### config.mk
export PLATFORM = sky130hd
export DESIGN_NAME = mac_accumulator
export DESIGN_NICKNAME = d
export VERILOG_FILES = /design/src/rtl/mac_accumulator.sv
export SDC_FILE = /design/constraint.sdc
export NUM_CORES = 1
export LEC_CHECK = 0
export CAP_MARGIN = 40
export CORE_UTILIZATION = 49
export CTS_CLUSTER_DIAMETER = 60
export DETAILED_ROUTE_END_ITERATION = 8
export GPL_TIMING_DRIVEN = 1
export PLACE_DENSITY = 0.76
export SLEW_MARGIN = 40
export SYNTH_ARGS = -nofsm -noshare
export SYNTH_HDL_FRONTEND = slang
export SYNTH_SLANG_ARGS = --single-unit
export TNS_END_PERCENT = 50
### constraint.sdc
create_clock -name clk -period 5.8 [get_ports clk]
set_input_delay 1.16 -clock clk [delete_from_list [all_inputs] [get_ports clk]]
set_output_delay 1.16 -clock clk [all_outputs]
set_load 0.05 [all_outputs]
### src/rtl/mac_accumulator.sv
// mac_accumulator: saturating signed multiply-accumulate back end.
// Sums a programmed number of 8-bit signed products, accepted one per cycle
// through a valid/ready handshake, and holds the dot-product on a
// valid/ready output until the consumer takes it.
module mac_accumulator #(
    parameter int ACC_WIDTH = 16,
    parameter int LEN_WIDTH = 4
) (
    input  logic                 clk,
    input  logic                 rst,
    input  logic                 start,
    input  logic [LEN_WIDTH-1:0] len,
    input  logic [7:0]           product,
    input  logic                 in_valid,
    output logic                 in_ready,
    output logic [ACC_WIDTH-1:0] acc_out,
    output logic                 out_valid,
    input  logic                 out_ready,
    output logic                 overflow,
    output logic                 busy
);

    typedef enum logic [1:0] {
        S_IDLE  = 2'd0,
        S_ACCUM = 2'd1,
        S_DONE  = 2'd2
    } state_t;

    localparam logic [ACC_WIDTH-1:0] ACC_MAX = {1'b0, {(ACC_WIDTH-1){1'b1}}};
    localparam logic [ACC_WIDTH-1:0] ACC_MIN = {1'b1, {(ACC_WIDTH-1){1'b0}}};

    state_t                 state_reg, state_next;
    logic [ACC_WIDTH-1:0]   acc_reg, acc_next;
    logic [LEN_WIDTH-1:0]   remaining_reg, remaining_next;
    logic                   overflow_reg, overflow_next;

    // One guard bit above the accumulator lets the sum be checked for
    // overflow by comparing its top two bits.
    logic [ACC_WIDTH:0]     sum_ext;
    logic                   pos_ovf;
    logic                   neg_ovf;
    logic [ACC_WIDTH-1:0]   sum_sat;

    assign sum_ext = {acc_reg[ACC_WIDTH-1], acc_reg}
                   + {{(ACC_WIDTH-7){product[7]}}, product};
    assign pos_ovf = ~sum_ext[ACC_WIDTH] &  sum_ext[ACC_WIDTH-1];
    assign neg_ovf =  sum_ext[ACC_WIDTH] & ~sum_ext[ACC_WIDTH-1];

    // Clamp to the representable range; otherwise drop the guard bit.
    always_comb begin
        sum_sat = sum_ext[ACC_WIDTH-1:0];
        if (pos_ovf) begin
            sum_sat = ACC_MAX;
        end else if (neg_ovf) begin
            sum_sat = ACC_MIN;
        end
    end

    // State and datapath registers; reset wins over every other input.
    always_ff @(posedge clk) begin
        if (rst) begin
            state_reg     <= S_IDLE;
            acc_reg       <= '0;
            remaining_reg <= '0;
            overflow_reg  <= 1'b0;
        end else begin
            state_reg     <= state_next;
            acc_reg       <= acc_next;
            remaining_reg <= remaining_next;
            overflow_reg  <= overflow_next;
        end
    end

    // Next-state and datapath update; everything holds unless a state acts.
    always_comb begin
        state_next     = state_reg;
        acc_next       = acc_reg;
        remaining_next = remaining_reg;
        overflow_next  = overflow_reg;
        case (state_reg)
            S_IDLE: begin
                if (start) begin
                    remaining_next = len;
                    acc_next       = '0;
                    overflow_next  = 1'b0;
                    state_next     = (len == '0) ? S_DONE : S_ACCUM;
                end
            end
            S_ACCUM: begin
                if (in_valid) begin
                    acc_next       = sum_sat;
                    overflow_next  = overflow_reg | pos_ovf | neg_ovf;
                    remaining_next = remaining_reg - LEN_WIDTH'(1);
                    if (remaining_reg == LEN_WIDTH'(1)) begin
                        state_next = S_DONE;
                    end
                end
            end
            S_DONE: begin
                // A start arriving with the handshake is deliberately dropped:
                // the new run can only be sampled once IDLE is reached.
                if (out_ready) begin
                    state_next = S_IDLE;
                end
            end
            default: begin
                state_next = S_IDLE;
            end
        endcase
    end

    // Handshake and status outputs decode purely from the state register.
    assign in_ready  = (state_reg == S_ACCUM);
    assign out_valid = (state_reg == S_DONE);
    assign busy      = (state_reg != S_IDLE);
    assign acc_out   = acc_reg;
    assign overflow  = overflow_reg;

endmodule

==> flow_metrics.env, run 1 <==
export IMPL_skew_ns=0.00533
export IMPL_core_sq_um=3390
export IMPL_async_flop_share_pct=0
export IMPL_die_x_microns=62.0
export IMPL_pin_count=37
export IMPL_rrSetupSlack_ns=2.85
export IMPL_track_usage_pct=20.9
export IMPL_std_cell_rows=21
export IMPL_dp_hpwl_microns=2890
export IMPL_ys_flop_type="dfxtp_1"
export IMPL_htreeDepth=1
export IMPL_nNetsFinal=270
export IMPL_reg2reg_depth=10
export IMPL_setup_violations=0
export IMPL_synth_edf_count=0
export IMPL_min_period_ns=3.85
export IMPL_drv_slew=0
export IMPL_synth_most_common_cell="dfxtp_1"
export IMPL_avgViaCountPerCell=5.66
export IMPL_detail_route_wl_per_cell_microns=13.5
export IMPL_drt_antenna_violating_nets=0
export IMPL_crit_path_start_kind="primary input"
export IMPL_end_kind="flop"
export IMPL_cap_viol_max_count=0
export IMPL_ys_ff_latch=23
export IMPL_yosysTopAreaCell="dfxtp_1"
export IMPL_critPathArrivalTime_ns=4.12
export IMPL_placement_io_buffers=36
export IMPL_post_cts_buffers=0
export IMPL_grt_ovfl_total=0
export IMPL_avgSynthCellArea_sq_um=8.76
export IMPL_grt_first_pass_wirelength_microns=5930
export IMPL_yosysUniqueCellTypes=45
export IMPL_power_density_nw_per_um2=231
export IMPL_max_freq_ghz=0.260
export IMPL_r2r_end="acc_out[7]$_SDFFE_PP0P_"
export IMPL_syn_nets=237
export IMPL_antenna_found_initial=0
export IMPL_cts_root_buf="clkbuf_4"
export IMPL_numCtsBuffers=3
export IMPL_vdd_drop_max_v=0.0000943
export IMPL_static_leakage_power_nw=0.910
export IMPL_synth_area_leaders="dfxtp_1, ha_1, a21oi_1, a221o_1, xnor2_1"
export IMPL_rsz0062_at_grt="no"
export IMPL_worst_pin_slew_ns=0.843
export IMPL_start_util_pct=52.0
export IMPL_yosys_top_cells_count="dfxtp_1, a21oi_1, ha_1, nand2_1"
export IMPL_critPathRequiredTime_ns=6.07
export IMPL_diodes=0
export IMPL_status="finished, final reports clean"
export IMPL_crit_type="primary input to flop"
export IMPL_ys_warn_count=0
export IMPL_layout_drive_gt1_share_pct=7.30
export IMPL_clockBufferDepth=2
export IMPL_hold_class="flop to flop"
export IMPL_place_inst=275
export IMPL_holdCritStartpoint="remaining_reg[1]$_SDFFE_PP0P_"
export IMPL_yosysTopAreaCellShare_pct=26.1
export IMPL_hold_violations=0
export IMPL_worstSkewPairLatency_ns=0.32
export IMPL_path_max_fanout=12
export IMPL_yosysSeqAreaShare_pct=26.1
export IMPL_holdPathStages=2
export IMPL_grt_pass1_vias=1372
export IMPL_clock_sinks=23
export IMPL_holdBufCountCts=0
export IMPL_grt_max_degree=14
export IMPL_drtPass1Iterations=4
export IMPL_first_iter_violations=81
export IMPL_die_h_microns=62.0
export IMPL_fin_tns_setup_ns=0
export IMPL_layout_worst_path_cycle_share_pct=66.4
export IMPL_largest_reg_flops=16
export IMPL_cts_clk_slew_worst_paths_ns=0.14
export IMPL_netlist_area_sq_um=1760
export IMPL_drt_wl_total_microns=3750
export IMPL_relSlewSlack_pct=43.5
export IMPL_stdcell_count=279
export IMPL_cts_tree="done"
export IMPL_drcViolationCount=0
export IMPL_reg2reg_from="acc_out[0]$_SDFFE_PP0P_"
export IMPL_hold_end="remaining_reg[1]$_SDFFE_PP0P_"
export IMPL_dieArea_sq_um=3840
export IMPL_place_gp_congestion=0.855
export IMPL_syn_to_final_growth_pct=22.7
export IMPL_dr_total_vias=1578
export IMPL_cts_resized=0
export IMPL_syn_inst=201
[how the worst max path moves through the flow]
stage	from	end	slack (ns)	depth (start not counted)
2_1_floorplan	product[0]	acc_out[13]$_SDFFE_PP0P_	2.59	12
5_1_grt	product[0]	acc_out[9]$_SDFFE_PP0P_	1.73	11
6_report	product[0]	acc_out[7]$_SDFFE_PP0P_	1.95	11
4_1_cts	product[0]	acc_out[4]$_SDFFE_PP0P_	1.97	11
3_5_place_dp	product[0]	acc_out[7]$_SDFFE_PP0P_	1.62	11
3_3_place_gp	product[0]	acc_out[11]$_SDFFE_PP0P_	1.69	11
[final cells by class]
| cell class | count | area, sq um |
|---|---|---|
| Fill cell | 306 | 1230 |
| Clock buffer | 3 | 22.5 |
| Sequential cell | 23 | 460 |
| Inverter | 8 | 30.0 |
| Multi-Input combinational cell | 162 | 1230 |
| Timing Repair Buffer | 36 | 360 |
| Tap cell | 46 | 57.6 |
| Clock inverter | 1 | 5.00 |
[kinds of logic (layout without fill, tap and decap cells)]
logic type	after synthesis	in the layout	share of synthesized area (%)
flip-flops	23	23	26.1
buffers and inverters	16	48	4.40
AND/OR/NAND/NOR	46	46	13.6
AO/OA/AOI/OAI	80	80	32.3
XOR/XNOR	16	16	9.02
adder cells (fa/ha/maj)	19	19	13.9
multiplexers	1	1	0.568
[worst max-delay path, stage by stage]
cell             delay (ns)
clkdlybuf4s50_1        0.46
ha_1                   0.20
inv_1                  0.07
fa_1                   0.38
nand2b_1               0.18
a21oi_1                0.18
o211a_1                0.22
nor2b_1                0.21
o21ai_2                0.18
nor3_2                 0.67
a221o_1                0.21
[routing by layer]
layer  vias up  GRT usage, %  part of all wire [%]
li1        817             -                     -
met1       727          29.2                    52
met2        30          33.3                    44
met3         4          2.48                   3.1
met4         0          6.67                  0.96
met5         -             0                     0
[cells in the final DEF, fill, tap and decap left out, types with 2 or more instances in the layout]
master / count
o211ai_1: 4
nand2b_1: 7
a221o_1: 11
o21ai_0: 11
a21o_1: 6
a21oi_2: 2
nand3_1: 3
nor3_1: 3
o211ai_2: 2
clkbuf_4: 3
ha_1: 18
a211oi_1: 2
nor2b_1: 6
o21ai_2: 2
clkdlybuf4s50_1: 36
a211o_1: 2
o21a_1: 4
nand2_1: 14
nor2_1: 6
xor2_1: 7
inv_1: 7
a31oi_1: 3
dfxtp_1: 23
a21oi_1: 22
or2_2: 2
xnor2_1: 8
[report_power, final]
group          switching [mW]  leakage (nW)  internal [mW]  total [mW]
clock                  0.0542        0.0177         0.0259      0.0801
sequential             0.0151         0.187          0.173       0.189
combinational           0.138         0.705         0.0924       0.231
[metrics by stage]
stage                     total power [mW]  hold slack (ns)  utilization, %  setup slack, ns  cell area, sq um
final                                0.500            0.497            63.8             1.95              2160
after global routing                 0.531            0.514            63.8             1.73              2160
after CTS                            0.503            0.498            63.7             1.97              2160
after detailed placement             0.422            0.479            62.9             1.62              2130
after global placement               0.421            0.470            62.9             1.69              2130
after floorplan                      0.363            0.445               -             2.59              1760
(Power assumes the default switching activity.)
==> inputs of run 2 (changes only) <==
CORE_UTILIZATION = 46   (was 49)
PLACE_DENSITY = 0.75   (was 0.76)
clock period = 3.1 ns   (was 5.8 ns; I/O delays follow)
==> flow_metrics.env, run 2 (synthesis gave the netlist of run 1 again) <==
export IMPL_status="finished, final reports clean"
export IMPL_holdCritStartpoint="remaining_reg[1]$_SDFFE_PP0P_"
export IMPL_dp_hpwl_microns=3140
export IMPL_cts_clk_slew_worst_paths_ns=0.08
export IMPL_dieArea_sq_um=4080
export IMPL_end_kind="flop"
export IMPL_clock_sinks=23
export IMPL_std_cell_rows=22
export IMPL_final_cell_mix="clkdlybuf4s50_1, dfxtp_1, a21oi_1, buf_4, ha_1"
export IMPL_cts_root_buf="clkbuf_8"
export IMPL_pin_count=37
export IMPL_clockBufferDepth=2
export IMPL_holdBufCountCts=0
export IMPL_multi_input_area_sq_um=1230
export IMPL_largest_reg_flops=16
export IMPL_grt_ovfl_total=0
export IMPL_placed_area_sq_um=2290
export IMPL_place_gp_congestion=0.838
export IMPL_vdd_drop_max_v=0.000316
export IMPL_worstSkewPairLatency_ns=0.26
export IMPL_critPathArrivalTime_ns=3.17
export IMPL_first_iter_violations=81
export IMPL_htreeDepth=1
export IMPL_layout_commonest_cell="clkdlybuf4s50_1"
export IMPL_relSlewSlack_pct=64.2
export IMPL_reg2reg_from="acc_out[0]$_SDFFE_PP0P_"
export IMPL_nNetsFinal=291
export IMPL_drtPass1Iterations=4
export IMPL_static_leakage_power_nw=1.02
export IMPL_reg2reg_depth=11
export IMPL_worst_pin_slew_ns=0.537
export IMPL_crit_path_start_kind="primary input"
export IMPL_setup_violations=0
export IMPL_min_period_ns=2.95
export IMPL_detail_route_wl_per_cell_microns=13.5
export IMPL_stdcell_count=302
export IMPL_syn_to_final_growth_pct=33.0
export IMPL_core_sq_um=3660
export IMPL_antenna_found_initial=0
export IMPL_critPathRequiredTime_ns=3.31
export IMPL_skew_ns=0.00167
export IMPL_power_density_nw_per_um2=435
export IMPL_path_max_fanout=8
export IMPL_hold_end="remaining_reg[1]$_SDFFE_PP0P_"
export IMPL_layout_drive_gt1_share_pct=15.0
export IMPL_avgViaCountPerCell=5.47
export IMPL_cts_tree="done"
export IMPL_grt_pass1_vias=1533
export IMPL_drt_wl_total_microns=4070
export IMPL_die_x_microns=63.9
export IMPL_grt_max_degree=14
export IMPL_hold_violations=0
export IMPL_grt_first_pass_wirelength_microns=6890
export IMPL_holdPathStages=2
export IMPL_cts_resized=0
export IMPL_hold_class="flop to flop"
export IMPL_post_route_util_pct=64.0
export IMPL_fillers=325
export IMPL_rrSetupSlack_ns=0.59
export IMPL_design_area_sq_um=2340
export IMPL_crit_type="primary input to flop"
export IMPL_drv_slew=0
export IMPL_placement_io_buffers=36
export IMPL_numCtsBuffers=3
export IMPL_start_util_pct=48.1
export IMPL_r2r_end="acc_out[8]$_SDFFE_PP0P_"
export IMPL_track_usage_pct=21.0
export IMPL_seq_area_sq_um=460
export IMPL_drcViolationCount=0
export IMPL_hold_slack_ns=0.478
export IMPL_layout_worst_path_cycle_share_pct=95.3
export IMPL_max_freq_ghz=0.339
export IMPL_drt_antenna_violating_nets=0
export IMPL_cap_viol_max_count=0
export IMPL_place_inst=298
export IMPL_dr_total_vias=1653
export IMPL_diodes=0
export IMPL_post_cts_buffers=0
export IMPL_die_h_microns=63.9
export IMPL_power_total_mw=1.02
-- run 2: cell type report --
class	instances	share of cell area [%]
sequential	23	19.7
timing repair buffer	57	22.1
inverter	8	1.28
tap	48	2.56
clock buffer	4	1.92
multi-input combinational	162	52.5
-- run 2: worst max-delay path: stages --
cell and delay, ns:
clkdlybuf4s50_1 0.46, ha_1 0.17, inv_1 0.06, fa_1 0.39, nand2b_1 0.18, a21oi_1 0.20
o211a_1 0.24, nor2b_2 0.21, o21ai_2 0.12, a21oi_2 0.19, buf_4 0.18, a221o_1 0.14
-- run 2: layer usage --
| metal | wire length [microns] | GRT usage, % |
|---|---|---|
| met2 | 1910 | 35.1 |
| met1 | 1980 | 27.3 |
| met3 | 154 | 4.46 |
| met5 | 0 | 0 |
| met4 | 25 | 5.11 |
-- run 2: worst max-delay path by stage --
stage | endpoint | depth (start not counted) | start
2_1_floorplan | acc_out[13]$_SDFFE_PP0P_ | 12 | acc_out[0]$_SDFFE_PP0P_
3_3_place_gp | acc_out[13]$_SDFFE_PP0P_ | 12 | product[0]
3_5_place_dp | acc_out[6]$_SDFFE_PP0P_ | 12 | product[0]
4_1_cts | acc_out[7]$_SDFFE_PP0P_ | 12 | product[0]
5_1_grt | acc_out[12]$_SDFFE_PP0P_ | 12 | product[0]
6_report | acc_out[8]$_SDFFE_PP0P_ | 12 | product[0]
-- run 2: report_power, final --
part	internal (mW)	total, mW	switching (mW)
logic	0.208	0.478	0.270
clock network	0.0918	0.187	0.0953
registers	0.324	0.354	0.0301
-- run 2: through the flow --
stage / setup WS [ns] / TNS [ns]
after floorplan: 0.304 / 0
after global placement: -0.0580 / -0.610
after detailed placement: -0.134 / -1.65
after CTS: 0.138 / 0
after global routing: -0.00203 / -0.00203
final: 0.147 / 0
